==> src/rtl/progmem_loader.sv <==
// Writable program store with a byte-stream image loader.
// Serves ROM-style fetch when idle; holds the CPU while loading.
module progmem_loader #(
   parameter int ADDR_BITS = 4,
   parameter int DATA_BITS = 8,
   parameter logic [DATA_BITS-1:0] FILL_WORD = 8'h00
) (
   input  logic                 clk,
   input  logic                 reset,
   input  logic [ADDR_BITS-1:0] A,
   output logic [DATA_BITS-1:0] D,
   input  logic                 load_start,
   input  logic                 load_abort,
   input  logic                 load_valid,
   input  logic [DATA_BITS-1:0] load_data,
   output logic                 load_ready,
   output logic [ADDR_BITS:0]   load_count,
   output logic                 load_done,
   output logic                 cpu_hold
);

   localparam int DEPTH = 2 ** ADDR_BITS;
   localparam logic [ADDR_BITS:0] FULL = (ADDR_BITS + 1)'(DEPTH);
   localparam logic [ADDR_BITS:0] LAST = (ADDR_BITS + 1)'(DEPTH - 1);

   typedef enum logic [1:0] {
      IDLE,
      LOAD,
      RELEASE
   } state_t;

   state_t               state;
   logic [DATA_BITS-1:0] mem [DEPTH];

   always_ff @(posedge clk) begin
      if (reset) begin
         state      <= IDLE;
         load_count <= '0;
         for (int i = 0; i < DEPTH; i++) begin
            mem[i] <= FILL_WORD;
         end
      end else begin
         unique case (state)
            IDLE: begin
               if (load_start) begin
                  state      <= LOAD;
                  load_count <= '0;
               end
            end
            LOAD: begin
               // abort takes priority over a word offered in the same cycle
               if (load_abort) begin
                  state <= RELEASE;
               end else if (load_valid) begin
                  mem[load_count[ADDR_BITS-1:0]] <= load_data;
                  load_count <= load_count + 1'b1;
                  if (load_count == LAST) begin
                     state <= RELEASE;
                  end
               end
            end
            RELEASE: state <= IDLE;
            default: state <= IDLE;
         endcase
      end
   end

   always_comb begin
      load_ready = (state == LOAD);
      cpu_hold   = (state != IDLE);
      load_done  = (state == RELEASE) && (load_count == FULL);
      D          = (state == LOAD) ? FILL_WORD : mem[A];
   end

endmodule

==> config.mk <==
export PLATFORM = sky130hd
export DESIGN_NAME = progmem_loader
export DESIGN_NICKNAME = d
export VERILOG_FILES = /design/src/rtl/progmem_loader.sv
export SDC_FILE = /design/constraint.sdc
export NUM_CORES = 1
export LEC_CHECK = 0
export CAP_MARGIN = 20
export CORE_MARGIN = 2
export CORE_UTILIZATION = 56
export CTS_BUF_LIST = sky130_fd_sc_hd__clkbuf_8
export DETAILED_ROUTE_END_ITERATION = 10
export GPL_TIMING_DRIVEN = 0
export PLACE_DENSITY = 0.78
export SYNTH_ARGS = -nofsm -noshare
export SYNTH_HDL_FRONTEND = slang
export SYNTH_SLANG_ARGS = --single-unit
==> constraint.sdc <==
create_clock -name clk -period 3.69 [get_ports clk]
set_input_delay 1.107 -clock clk [delete_from_list [all_inputs] [get_ports clk]]
set_output_delay 1.107 -clock clk [all_outputs]
set_load 0.005 [all_outputs]
* Yosys cells after proc, flatten, opt, wreduce, memory -nomap -nowiden *
Memory sizes are Yosys's and may differ from the RTL's.
Cells that the tools add are included.

word-level totals
  bits in registers = 7
  memory bits (writable) = 128
  bits of input ports = 17
  output and inout bits = 16
  memories kept = 1

cells by class
  add/subtract/negate cells = 1
  equal/unequal tests = 9
  muxes and demuxes = 20
  reduce and logical (&&, ||, !) cells = 7

memories
  name  words  bits a word  read ports  clocked after Yosys merged registers in  wr ports  RTL line  source
  mem   16     8            1           0                                        16        33        logic [DATA_BITS-1:0] mem [DEPTH];

operator list
  operator               count
  $mux W8                2
  $mux W5                3
  $pmux W5 S2            1
  $mux W1                8
  $mux W2                4
  $reduce_or A8 Y1       1
  $ne A2 B2 Y1 const B   3
  $add A5 B1 Y5 const B  1
  $eq A5 B4 Y1 const B   1
  $eq A5 B5 Y1 const B   1
  $mux W4                1
  $pmux W2 S2            1
  $reduce_and A4 Y1      1
  $reduce_bool A2 Y1     2
  $ne A3 B2 Y1 const B   1
  $ne A3 B3 Y1 const B   1
  $reduce_and A3 Y1      1
  $eq A2 B1 Y1 const B   1
  $eq A2 B2 Y1 const B   1
  $logic_not A2 Y1       1
  $logic_and A1 B1 Y1    1

* Depth between registers and ports, before layout *
Gate-level depths: netlist of the first run.

  depth after elaboration = 7
  depth in mapped cells = 7
  gate-level depth less buffers = 7

* Worst setup path after synthesis of the first run *
No wires, ideal clock.

  path kind = input to output
  start point = input port A[0]
  end point = output port D[4]
  data arrival time = 2.176 ns
  slack = 0.407 ns
  stages = 6
  buffers on the path = 2
  path through = buf_2 > buf_6 > mux4_2 > nand2b_1 > nand3_1 > o21ai_1

on the way
  cells in the longest elaborated chain, start to end = 2

RTL lines
  element             RTL line  source
  start: declaration  10        input logic [ADDR_BITS-1:0] A,
  $mem_v2 Z16 W8      --
  $mux W8             72        D = (state == LOAD) ? FILL_WORD : mem[A];
  end: declaration    11        output logic [DATA_BITS-1:0] D,

Every way passes these cells.

* Final worst setup path of the first run *
  start point = input port A[0]
  end point = output port D[2]

Same word-level chain as after synthesis.

==> flow_metrics.tcl, run 1 <==
set metrics [dict create \
    cp_max_fo 10 \
    setup_viol 0 \
    yosys_warnings 0 \
    cts_made_buffers 17 \
    power.total_uw 3060 \
    io_pins 33 \
    coreArea_mm2 0.0115 \
    ys_types 33 \
    worstPathRequired_ns 2.58 \
    drtIter0Drc 339 \
    yosysTopAreaCell "edfxtp_1" \
    gp_congestion 0.896 \
    synth.top_cell.area_share 0.582 \
    timing.rr.start "state[0]" \
    final_nets 560 \
    wl_per_cell_um 21.8 \
    drv_slew 0 \
    crit_start "A[0]" \
    cts_buffer_depth 2 \
    r2r_end "mem[5][6]" \
    io_buffers 30 \
    initial_core_util 0.576 \
    ys_async_sr_fraction 0 \
    area_growth_pct 13.7 \
    critical_path_class "in -> out" \
    layout.cells.non_filler 691 \
    wl_um 15100 \
    r2r_slack_ns 1.44 \
    dieHeight_um 113 \
    tightest_slew_ns 0.625 \
    crit_arrival_ns 2.54 \
    slew_headroom 0.583 \
    synth_seq_cells 135 \
    p_per_area_mw_per_mm2 407 \
    root_buffer "clkbuf_8" \
    clock.fmax_ghz 0.274 \
    cts_hold_buf 0 \
    drt_first_pass_iters 7 \
    drive_above_1_share 0.142 \
    die_w_um 113 \
    cts-htree-levels 4 \
    vias_per_cell 5.98 \
    synth-edff-count 128 \
    clock_skew_ns 0.0111 \
    clock_sinks 135 \
    clk_pin_slew_ns 0.07 \
    yosys-top-cells-count "and2_1, edfxtp_1, mux2i_1" \
    netlist_area_mm2 0.00661 \
    ys.flop_type "edfxtp_1" \
    synth_fp_nets 511 \
    ant_nets 0 \
    post-route-period-util 0.988 \
    grt-ovfl-total 0 \
    track_usage 0.251 \
    dp_hpwl_um 10400 \
    cts_tree "built" \
    drc_errors 0 \
    clock_latency_ns 0.45 \
    grt_setup_unrepaired "false" \
    avgSynthCellArea_um2 13.5 \
    synthMostInstantiatedCell "and2_1" \
    die-area_mm2 0.0127 \
    antenna_found_initial 0 \
    cp-start-kind "input port" \
    crit_family "buffers and inverters" \
    crit_chain "buf_6, buf_12, buf_8, mux2i_1, a22oi_1, nand2_1, o21ai_2, dlygate4sd2_1" \
    hold_violations 0 \
    grt_pass1_wl_um 23200 \
    grt_max_degree 17 \
    critPathBufInv 4 \
    synth_area_leaders "edfxtp_1, and2_1, mux2i_1" \
    status "finished, final reports clean" \
    hold_path_class "reg -> reg" \
    p_leak_uw 0.00284 \
    synth_seq_area_share 0.603 \
    cp.depth 8 \
    ir_drop_mv 0.237 \
    grt_pass1_vias 4128 \
    via_count 4129 \
    max_stage_delay_ns 0.34 \
    synth_cells 489 \
    rr_worst_depth 4 \
    max_cap_violations 0 \
    endpoint "D[2]" \
    cp-end-kind "primary output" \
    period_needed_ns 3.65 \
    rows 39 \
    crit_slowest_cell "mux2i_1" \
    dp.cells 662 \
    n_antenna_cell 0 \
]
-- worst min path at each step --
stage | from | endpoint | slack, ns | cells after the start
6_report | load_count[4] | load_count[4] | 0.54 | 2
5_1_grt | load_count[1] | load_count[1] | 0.58 | 2
4_1_cts | load_count[4] | load_count[4] | 0.55 | 2
3_5_place_dp | load_count[4] | load_count[4] | 0.52 | 2
3_3_place_gp | load_count[4] | load_count[4] | 0.51 | 2
2_1_floorplan | state[0] | state[0] | 0.49 | 2
-- stage by stage --
| stage | setup TNS, ns | hold slack, ns | instance area, µm² | utilization | setup WS (ns) |
|---|---|---|---|---|---|
| after floorplan | 0 | 0.495 | 6610 | - | 0.407 |
| after detailed placement | -5.79 | 0.519 | 7090 | 0.618 | -0.762 |
| after global placement | -5.48 | 0.510 | 7090 | 0.618 | -0.720 |
| final | 0 | 0.545 | 7510 | 0.655 | 0.0447 |
| after CTS | 0 | 0.546 | 7480 | 0.652 | 0.0220 |
| after global routing | 0 | 0.576 | 7510 | 0.655 | 0.00315 |
-- layout make-up --
| type | count | area (µm²) |
|---|---|---|
| Multi-Input combinational cell | 324 | 2520 |
| Buffer | 22 | 179 |
| Clock buffer | 17 | 234 |
| Inverter | 6 | 22.5 |
| Fill cell | 830 | 3960 |
| Timing Repair Buffer | 32 | 318 |
| Clock inverter | 12 | 75.1 |
| Sequential cell | 135 | 3980 |
| Tap cell | 143 | 179 |
-- worst register-to-register path, delay by kind of cell (launching register included) --
kind / cells / cell delay, ns
simple gates: 4 / 1.46
flops: 1 / 0.44
-- cells in the final DEF, fill, tap and decap left out, drive strengths merged --
cell | netlist | layout
and2 | 129 | 129
nor3 | 1 | 1
dfxtp | 7 | 7
mux4 | 6 | 6
nand2 | 12 | 12
ha | 5 | 5
buf | 11 | 13
xnor2 | 2 | 2
inv | 6 | 10
a22oi | 26 | 26
nor3b | 1 | 1
and2b | 1 | 1
nor2 | 26 | 26
clkdlybuf4s50 | 0 | 21
clkinv | 0 | 7
o21ai | 8 | 8
mux2i | 54 | 54
dlygate4sd2 | 0 | 8
a21o | 1 | 1
bufinv | 0 | 1
nor4 | 1 | 1
a21oi | 3 | 3
nand2b | 8 | 8
nor2b | 2 | 2
edfxtp | 128 | 128
or2b | 3 | 3
nand3b | 1 | 1
clkbuf | 13 | 29
a211oi | 3 | 3
or2 | 17 | 17
nand3 | 14 | 14
-- routing by layer --
layer,routed length [µm],global-route usage,vias up
met5,0,0,-
met4,633,0.123,0
met3,1270,0.0659,59
met2,7100,0.378,216
met1,6090,0.341,1997
li1,-,-,1857
-- state kept, by name, indices dropped and copies added (netlist names) --
register and count:
state 2, load_count 5, mem 128
-- kinds of logic after synthesis --
family	synth area share
compound gates	0.0424
fa+ha+maj	0.00947
mux	0.102
flops	0.603
xor+xnor	0.00265
simple gates	0.217
buf+inv	0.0235
-- power breakdown --
| part | internal, µW | switching (µW) | total [µW] | leakage (µW) |
|---|---|---|---|---|
| sequential | 1720 | 16.2 | 1740 | 0.00138 |
| clock | 496 | 530 | 1030 | 0.000176 |
| combinational | 116 | 177 | 294 | 0.00129 |
-- what timing repair did --
item,in CTS,in global routing
cloned,0,1
resized for setup,40,2
setup buffers,1,0
pin swaps,10,0
endpoints found under the setup margin,8,3
No activity file was read; power rests on OpenSTA's default activity.
==> run 2: changes to the inputs <==
--- a/config.mk
+++ b/config.mk
@@ -11,6 +11,7 @@
 export CTS_BUF_LIST = sky130_fd_sc_hd__clkbuf_8
 export DETAILED_ROUTE_END_ITERATION = 10
 export GPL_TIMING_DRIVEN = 0
+export HOLD_SLACK_MARGIN = 0.15
 export PLACE_DENSITY = 0.78
 export SYNTH_ARGS = -nofsm -noshare
 export SYNTH_HDL_FRONTEND = slang
==> results of run 2 <==
The final DEF is identical to that of run 1; final timing and power are the same.
